File: config.mk
export PLATFORM = sky130hd
export DESIGN_NAME = ryl19_pwm_stage
export DESIGN_NICKNAME = d
export VERILOG_FILES = /design/src/rtl/ryl19_pkg.sv /design/src/rtl/ryl19_duty_shadow.sv /design/src/rtl/ryl19_pwm_stage.sv
export SDC_FILE = /design/constraint.sdc
export NUM_CORES = 1
export LEC_CHECK = 0
export CAP_MARGIN = 20
export CORE_ASPECT_RATIO = 0.7
export CORE_MARGIN = 2
export CORE_UTILIZATION = 47
export DETAILED_ROUTE_END_ITERATION = 8
export PLACE_DENSITY_LB_ADDON = 0.25
export SLEW_MARGIN = 20
export SYNTH_ARGS = -nofsm -noshare
export SYNTH_HDL_FRONTEND = slang
export SYNTH_SLANG_ARGS = --single-unit
File: constraint.sdc
create_clock -name clk -period 2.65 [get_ports clk]
set_clock_uncertainty 0.1 [all_clocks]
set_input_delay 0.53 -clock clk [delete_from_list [all_inputs] [get_ports clk]]
set_output_delay 0.53 -clock clk [all_outputs]
set_load 0.02 [all_outputs]
File: src/rtl/ryl19_pkg.sv
// Shared types and constants for the ryl19 PWM stage and its upstream wrap counter.
package ryl19_pkg;

    localparam int CNT_W = 8;

    typedef enum logic [1:0] {
        ST_IDLE,
        ST_ARM,
        ST_RUN,
        ST_FIN
    } state_e;

endpackage

File: src/rtl/ryl19_duty_shadow.sv
// Double-buffered duty register: a new duty is adopted only at a period boundary,
// with a bypass so the boundary cycle itself already uses the new value.
module ryl19_duty_shadow
    import ryl19_pkg::*;
(
    input  logic             clk,
    input  logic             rst_n,
    input  logic             load_i,
    input  logic             cnt_done_i,
    input  logic [CNT_W-1:0] duty_in_i,
    output logic [CNT_W-1:0] duty_eff_o
);

    logic [CNT_W-1:0] duty_act_q;

    // NOTE: sequential state uses non-blocking assignments so every flop samples pre-edge values.
    always_ff @(posedge clk or negedge rst_n) begin
        if (!rst_n) begin
            duty_act_q <= '0;
        end else if (cnt_done_i || load_i) begin
            duty_act_q <= duty_in_i;
        end
    end

    assign duty_eff_o = cnt_done_i ? duty_in_i : duty_act_q;

endmodule

File: src/rtl/ryl19_pwm_stage.sv
// PWM stage: turns counter periods into a PWM waveform, either continuously or for a
// burst of N periods, under a start/stop FSM.
module ryl19_pwm_stage
    import ryl19_pkg::*;
#(
    parameter int BURST_W = 4
) (
    input  logic               clk,
    input  logic               rst_n,
    input  logic [CNT_W-1:0]   cnt_q,
    input  logic               cnt_done,
    input  logic [CNT_W-1:0]   duty_in,
    input  logic [BURST_W-1:0] burst_len,
    input  logic               start,
    input  logic               stop,
    output logic               pwm_out,
    output logic               busy,
    output logic               burst_done,
    output logic [BURST_W-1:0] period_cnt
);

    state_e             state_q, state_d;
    logic [BURST_W-1:0] period_cnt_q, period_cnt_d;
    logic               pwm_q, pwm_d;
    logic               busy_q, busy_d;
    logic [CNT_W-1:0]   duty_eff;
    logic [BURST_W:0]   period_inc;
    logic               last_period;
    logic               drive;

    ryl19_duty_shadow u_duty_shadow (
        .clk        (clk),
        .rst_n      (rst_n),
        .load_i     (state_q == ST_IDLE),
        .cnt_done_i (cnt_done),
        .duty_in_i  (duty_in),
        .duty_eff_o (duty_eff)
    );

    // Extra bit keeps the burst-length compare exact even when period_cnt is all-ones.
    assign period_inc  = {1'b0, period_cnt_q} + (BURST_W + 1)'(1);
    assign last_period = (burst_len != '0) && (period_inc == {1'b0, burst_len});

    // NOTE: every signal written here gets a default first, so no path can infer a latch.
    always_comb begin
        state_d      = state_q;
        period_cnt_d = period_cnt_q;
        drive        = 1'b0;

        case (state_q)
            ST_IDLE: begin
                if (start && !stop) begin
                    state_d      = ST_ARM;
                    period_cnt_d = '0;
                end
            end
            ST_ARM: begin
                drive = cnt_done;
                if (stop) begin
                    state_d = ST_IDLE;
                end else if (cnt_done) begin
                    state_d = ST_RUN;
                end
            end
            ST_RUN: begin
                drive = !(cnt_done && last_period);
                if (stop) begin
                    state_d = ST_IDLE;
                end else if (cnt_done) begin
                    period_cnt_d = (&period_cnt_q) ? period_cnt_q : period_inc[BURST_W-1:0];
                    if (last_period) begin
                        state_d = ST_FIN;
                    end
                end
            end
            ST_FIN: begin
                state_d = ST_IDLE;
            end
            default: begin
                state_d = ST_IDLE;
            end
        endcase

        busy_d = (state_d == ST_ARM) || (state_d == ST_RUN);
        pwm_d  = drive && (cnt_q < duty_eff);
    end

    always_ff @(posedge clk or negedge rst_n) begin
        if (!rst_n) begin
            state_q      <= ST_IDLE;
            period_cnt_q <= '0;
            pwm_q        <= 1'b0;
            busy_q       <= 1'b0;
        end else begin
            state_q      <= state_d;
            period_cnt_q <= period_cnt_d;
            pwm_q        <= pwm_d;
            busy_q       <= busy_d;
        end
    end

    assign pwm_out    = pwm_q;
    assign busy       = busy_q;
    assign burst_done = (state_q == ST_FIN);
    assign period_cnt = period_cnt_q;

endmodule

* Word level (Yosys, flattened, before mapping) *
Cells that the tools add are included.

word-level totals
  output and inout port bits = 7
  bits in registers = 16
  bits of input ports = 25
  word-level logic and storage cells = 44

cells by class
  add/subtract/negate cells = 1
  eq/ne operators = 10
  magnitude comparators = 1
  reduce and logical (&&, ||, !) cells = 13
  multiplexer cells = 14

operators by type and width
  cell                 count
  $mux 4               4
  $mux 2               6
  $lt 8x8->1           1
  $mux 8               1
  $ne 2x2->1 const B   4
  $pmux 2 s4           1
  $pmux 4 s2           1
  $eq 2x2->1 const B   3
  $add 4x1->5 const B  1
  $eq 5x4->1           1
  $reduce_and 5->1     1
  $eq 2x1->1 const B   2
  $logic_and 1x1->1    4
  $reduce_and 4->1     1
  $reduce_bool 4->1    1
  $logic_not 1->1      2
  $logic_not 2->1      1
  $logic_or 1x1->1     2
  $pmux 1 s2           1
  $reduce_bool 2->1    1

* Logic depth before layout (Yosys ltp) *
  depth after elaboration = 9
  gate-level depth with buffers = 8
  depth with buffers taken out = 7

* By module *
Synthesis repeated with hierarchy kept, for this count alone.

second synthesis, totals
  cells, all modules = 116
  area, all modules = 1,186.1 sq um

modules (own cells, without submodules)
  module             cells an instance  seq. area each (sq um)  area an instance (sq um)  times used
  ryl19_pwm_stage    90                 200.2                   774.5                     1
  ryl19_duty_shadow  26                 200.2                   411.6                     1

* Worst setup path before layout *
Ideal clock, no wire load.

  path kind = input-to-reg
  from = in cnt_done
  to = reg pwm_q (netlist: pwm_out)
  path slack = 498 ps
  data required time = 2,472 ps
  cell stages on the path = 8
  library setup time = 78 ps
  path buffers = 1
  arrival = 1,974 ps
  cell sequence = buf_2 mux2i_1 ha_1 a21oi_1 o21ai_0 a2111oi_0 o21ai_0 a21oi_1

between the ends
  longest elaborated chain between the ends = 4
  elaborated cells on any way between the ends = 6
  classes of those cells = 1 x order compare; 2 x mux; 3 x reduce/logical

RTL lines
  item                                                                line                   text
  from (decl)                                                         ryl19_pwm_stage.sv:11  input logic cnt_done,
  parallel branches: the longest is 3 deep, another holds $lt 8x8->1  n/a
  $logic_and 1x1->1 (*)                                               ryl19_pwm_stage.sv:85  pwm_d = drive && (cnt_q < duty_eff);
  via pwm_d                                                           ryl19_pwm_stage.sv:24  logic pwm_q, pwm_d;
  to (signal assigned)                                                ryl19_pwm_stage.sv:97  pwm_q <= pwm_d;
  to (decl)                                                           ryl19_pwm_stage.sv:24

Mark *: on every way through the listed nets, which the timed path passes.
A chain may end at the register's enable or synchronous reset.

* Worst setup path after layout *
  from = in duty_in[4]
  to = reg pwm_q (netlist: pwm_out)

between the ends
  longest elaborated chain between the ends = 3

RTL lines
  item               line                     text
  from (decl)        ryl19_pwm_stage.sv:12    input logic [CNT_W-1:0] duty_in,
  $mux 8             ryl19_duty_shadow.sv:25  assign duty_eff_o = cnt_done_i ? duty_in_i : duty_act_q;
  $lt 8x8->1         ryl19_pwm_stage.sv:85
  $logic_and 1x1->1  ryl19_pwm_stage.sv:85
  via pwm_d          ryl19_pwm_stage.sv:24

The timed path passes the listed nets, and every way through them passes these cells.

==> flow_summary.html <==
<table>
<tr><th>Metric</th><th>Value</th></tr>
<tr><th colspan="2">STA</th></tr>
<tr><td>Number of pins with negative max-slew slack in the final report</td><td>0</td></tr>
<tr><td>Final number of setup-violating endpoints</td><td>0</td></tr>
<tr><td>Worst slew pin tran</td><td>around 0.75 ns</td></tr>
<tr><td>RSZ-0062 raised after global routing</td><td>no</td></tr>
<tr><td>Total Negative Setup Slacks</td><td>0 ns</td></tr>
<tr><td>Post-route clock period utilization</td><td>a little under nine tenths</td></tr>
<tr><td>Highest clock rate</td><td>0.439 GHz</td></tr>
<tr><td>Hold Vio Cnt, Final</td><td>0</td></tr>
<tr><td>Slew HR</td><td>roughly 50%</td></tr>
<tr><td>Final critical path time including I/O delays and setup</td><td>about 2.3 ns</td></tr>
<tr><th colspan="2">Cells and area</th></tr>
<tr><td>Post-synthesis to final-layout area growth</td><td>35.9%</td></tr>
<tr><td>Fraction of the core area covered by cells at the end of the flow</td><td>between 60% and 70%</td></tr>
<tr><td>Final #Nets</td><td>about 190</td></tr>
<tr><td>Fin cells</td><td>between 150 and 200</td></tr>
<tr><td>Number of diodes</td><td>0</td></tr>
<tr><td>Area of all placed cells without fillers</td><td>between 1500 and 2000 µm²</td></tr>
<tr><td>Share of cells above drive strength 1</td><td>~16%</td></tr>
<tr><th colspan="2">Power and ir drop</th></tr>
<tr><td>Reported leakage power</td><td>approximately 0.72 nW</td></tr>
<tr><td>Peak ir drop on the vdd network</td><td>about 0.00045 V</td></tr>
<tr><td>Total power per unit cell area</td><td>around 740 nW/µm²</td></tr>
<tr><th colspan="2">Drt</th></tr>
<tr><td>First-pass iteration count of the detailed router</td><td>4</td></tr>
<tr><td>DR DRC count</td><td>0</td></tr>
<tr><td>Post-detailed-route via-to-cell ratio</td><td>between 5 and 6</td></tr>
<tr><td>Number of violations reported at the end of detailed-routing iteration 0</td><td>42</td></tr>
<tr><td>Average detailed-routed wire length per instance</td><td>between 10 and 15 µm</td></tr>
<tr><td>Final ANT Viol Nets</td><td>0</td></tr>
<tr><td>Total wire length</td><td>~2500 µm</td></tr>
<tr><td>Total via count in the routed design</td><td>between 900 and 1,000</td></tr>
<tr><th colspan="2">Floorplanning</th></tr>
<tr><td>Core area</td><td>between 2000 and 2500 µm²</td></tr>
<tr><td>I/O pin count</td><td>32</td></tr>
<tr><td>Die area</td><td>between 2000 and 3000 µm²</td></tr>
<tr><td>Height of the die</td><td>45.1 µm</td></tr>
<tr><td>Die boundary width</td><td>around 63 µm</td></tr>
<tr><td># rows</td><td>14</td></tr>
<tr><td>Starting Density</td><td>between 50% and 60%</td></tr>
<tr><th colspan="2">Min path</th></tr>
<tr><td>Path category of the worst min-delay check</td><td>reg2reg</td></tr>
<tr><td>Launch instance of the worst min-delay path</td><td>u_duty_shadow.duty_act_q[0]</td></tr>
<tr><th colspan="2">Logic synthesis</th></tr>
<tr><td>EDFF count, synth</td><td>0</td></tr>
<tr><td>Synth unique cells</td><td>28</td></tr>
<tr><td>List of most frequent post-synthesis cells</td><td>dfrtp_1 (16), ha_1 (12), mux2_2 (11), mux2i_1 (8)</td></tr>
<tr><td>Post-synthesis area per instance</td><td>roughly 10 µm²</td></tr>
<tr><td>Synth warnings</td><td>0</td></tr>
<tr><td>Net count after synthesis</td><td>about 150</td></tr>
<tr><td>Fraction of the yosys area taken by sequential cells</td><td>35.2%</td></tr>
<tr><td>Async SR Flop Fraction</td><td>100%</td></tr>
<tr><td>Count of mapped cells out of synthesis</td><td>between 100 and 150</td></tr>
<tr><td>Leading cell type by number of instances after synthesis</td><td>dfrtp_1</td></tr>
<tr><td>Flip-flop and latch count after synthesis</td><td>16</td></tr>
<tr><td>Portion of synthesized cell area occupied by the leading cell type</td><td>roughly a third</td></tr>
<tr><td>Primary FF master, synth</td><td>dfrtp_1</td></tr>
<tr><td>Synthesized area</td><td>1140 µm²</td></tr>
<tr><td>Top cell type by total area after synthesis</td><td>dfrtp_1</td></tr>
<tr><td>Area contributors post-synth</td><td>dfrtp_1 (35%), ha_1 (13%), mux2_2 (11%)</td></tr>
<tr><th colspan="2">Critical path</th></tr>
<tr><td>Startpoint of the most critical register-to-register path</td><td>period_cnt[0]</td></tr>
<tr><td>Worst path bufs/invs</td><td>1</td></tr>
<tr><td>Largest stage delay on the critical path</td><td>0.42 ns</td></tr>
<tr><td>Data required time at the worst endpoint</td><td>roughly 2.8 ns</td></tr>
<tr><td>Crit Path Max Fanout</td><td>2</td></tr>
<tr><td>Category of the worst setup path launch point</td><td>input port</td></tr>
<tr><td>Crit. Startpoint</td><td>duty_in[4]</td></tr>
<tr><td>Cell chain of the critical path</td><td>clkdlybuf4s50_1 &gt; mux2i_1 &gt; ha_1 &gt; a21oi_1 &gt; o21ai_0 &gt; a2111oi_1 &gt; o21ai_0 &gt; a21oi_1</td></tr>
<tr><td>Cell type of the slowest stage on the worst timing path</td><td>clkdlybuf4s50_1</td></tr>
<tr><td>Type of the setup path with the least slack</td><td>in2reg</td></tr>
<tr><td>Kind of cell adding the most delay to the critical path</td><td>compound AO/OA/AOI/OAI gates</td></tr>
<tr><td>WP data arrival</td><td>2.40 ns</td></tr>
<tr><td>Critical path capture point type</td><td>register</td></tr>
<tr><th colspan="2">Clock network</th></tr>
<tr><td>Post-CTS Setup Repair Bufs</td><td>0</td></tr>
<tr><td>Hold Buf Count CTS</td><td>0</td></tr>
<tr><td>Post-CTS clock slew at the launch and capture registers of the worst setup and hold paths</td><td>~0.10 ns</td></tr>
<tr><td>Num CTS Buffers</td><td>3</td></tr>
<tr><td>Clock insertion delay at the later pin of the skew report</td><td>around 0.29 ns</td></tr>
<tr><td>Maximum buffer depth of the clock tree</td><td>2</td></tr>
<tr><td>Number of clock sinks</td><td>16</td></tr>
<tr><td>CTS H-tree depth</td><td>1</td></tr>
<tr><td>Root Buffer Master</td><td>clkbuf_4</td></tr>
<tr><td>TritonCTS clock tree</td><td>yes</td></tr>
<tr><th colspan="2">Global route</th></tr>
<tr><td>Via count of the first global-routing pass</td><td>936</td></tr>
<tr><td>Remaining global-route overflow</td><td>0</td></tr>
<tr><td>Pin count of the biggest net entering global routing</td><td>17</td></tr>
<tr><td>Global-route wire length before repair</td><td>4330 µm</td></tr>
<tr><td>Number of antenna violations at the first check in global routing</td><td>0</td></tr>
<tr><td>Overall track demand over capacity in global routing</td><td>about a fifth</td></tr>
<tr><th colspan="2">Placed design</th></tr>
<tr><td>Placer's final routability congestion estimate</td><td>about 0.8</td></tr>
<tr><td>Number of buffers inserted by port buffering</td><td>31</td></tr>
<tr><td>Number of cells in the design after placement</td><td>between 150 and 200</td></tr>
<tr><td>Placement Cell Area</td><td>1500 µm²</td></tr>
<tr><td>HPWL reported at the end of detailed placement</td><td>between 2000 and 2500 µm</td></tr>
<tr><th colspan="2">Run</th></tr>
<tr><td>Max-cap violation count</td><td>0</td></tr>
<tr><th colspan="2">Status</th></tr>
<tr><td>Outcome</td><td>complete, no violations</td></tr>
</table>
sequential cells by signal, indices dropped and copies added (netlist names):
name and flops:
u_duty_shadow.duty_act_q 8, busy 1, period_cnt 4, pwm_out 1, state_q 2
worst paths after layout:
path / slack, ns / to / depth (start not counted)
setup / recovery: 0.37 / pwm_out / 8
hold / removal: 0.41 / u_duty_shadow.duty_act_q[0] / 1
setup reg to reg: 0.46 / busy / 6
hold reg to reg: 0.41 / u_duty_shadow.duty_act_q[0] / 1
max in group asynchronous: 1.40 / period_cnt[0] / 1
min in group asynchronous: 0.57 / u_duty_shadow.duty_act_q[7] / 1
power by group:
group          internal [mW]  switching (mW)
clock network         0.0837          0.0794
registers              0.321          0.0705
logic                  0.302           0.288
cells in the final DEF, fill, tap and decap left out, drive strengths merged:
master          n
a2111oi         2
a21o            2
a21oi           6
a22o            5
and3b           1
buf             4
clkbuf          4
clkdlybuf4s50  30
dfrtp          16
dlymetal6s2s    1
ha             12
inv             6
mux2           11
mux2i           8
nand2           6
nand3           4
nor2            7
nor3            1
nor4            1
o21a            1
o21ai           7
o21bai          1
o31a            1
o31ai           1
or3             2
xnor2           2
xor2            5
per-layer routing:
metal	part of all wire, %	track usage, %
met1	48	26.5
met2	48	34.2
met3	3.6	4.99
met4	1.1	4.44
met5	0	0
worst register-to-register path, cell delays in order (launching register included):
cell and delay [ns]:
dfrtp_1 0.45, ha_1 0.27, xor2_1 0.18, or3_1 0.33, a2111oi_2 0.38, and3b_2 0.28
o31ai_1 0.09
cell families after synthesis:
group	synth area share [%]
XOR/XNOR	5.40
adder cells (fa/ha/maj)	13.2
AND/OR/NAND/NOR	9.03
buffers and inverters	3.08
flip-flops	35.2
AO/OA/AOI/OAI	16.1
multiplexers	18.0
stage by stage:
step	hold WS (ns)	setup slack (ns)	total power, mW
2_1_floorplan	0.134	0.498	0.769
3_3_place_gp	0.390	0.0471	0.958
3_5_place_dp	0.394	-0.269	0.977
4_1_cts	0.416	0.0471	1.14
5_1_grt	0.427	0.240	1.24
6_report	0.411	0.370	1.14
area by class of cell:
type                    count  area, µm²
repair buffers             35        343
clock buffers               4       36.3
well taps                  32       40.0
flip-flops and latches     16        400
multi-input cells          86        702
inverters                   6       22.5
fillers                   174        681
timing repair:
action | in CTS | in global routing
setup endpoints to repair | 0 | 1
resized for setup | 0 | 2
endpoints found under the hold margin | 0 | 0
Power figures use the tool's default switching activity.
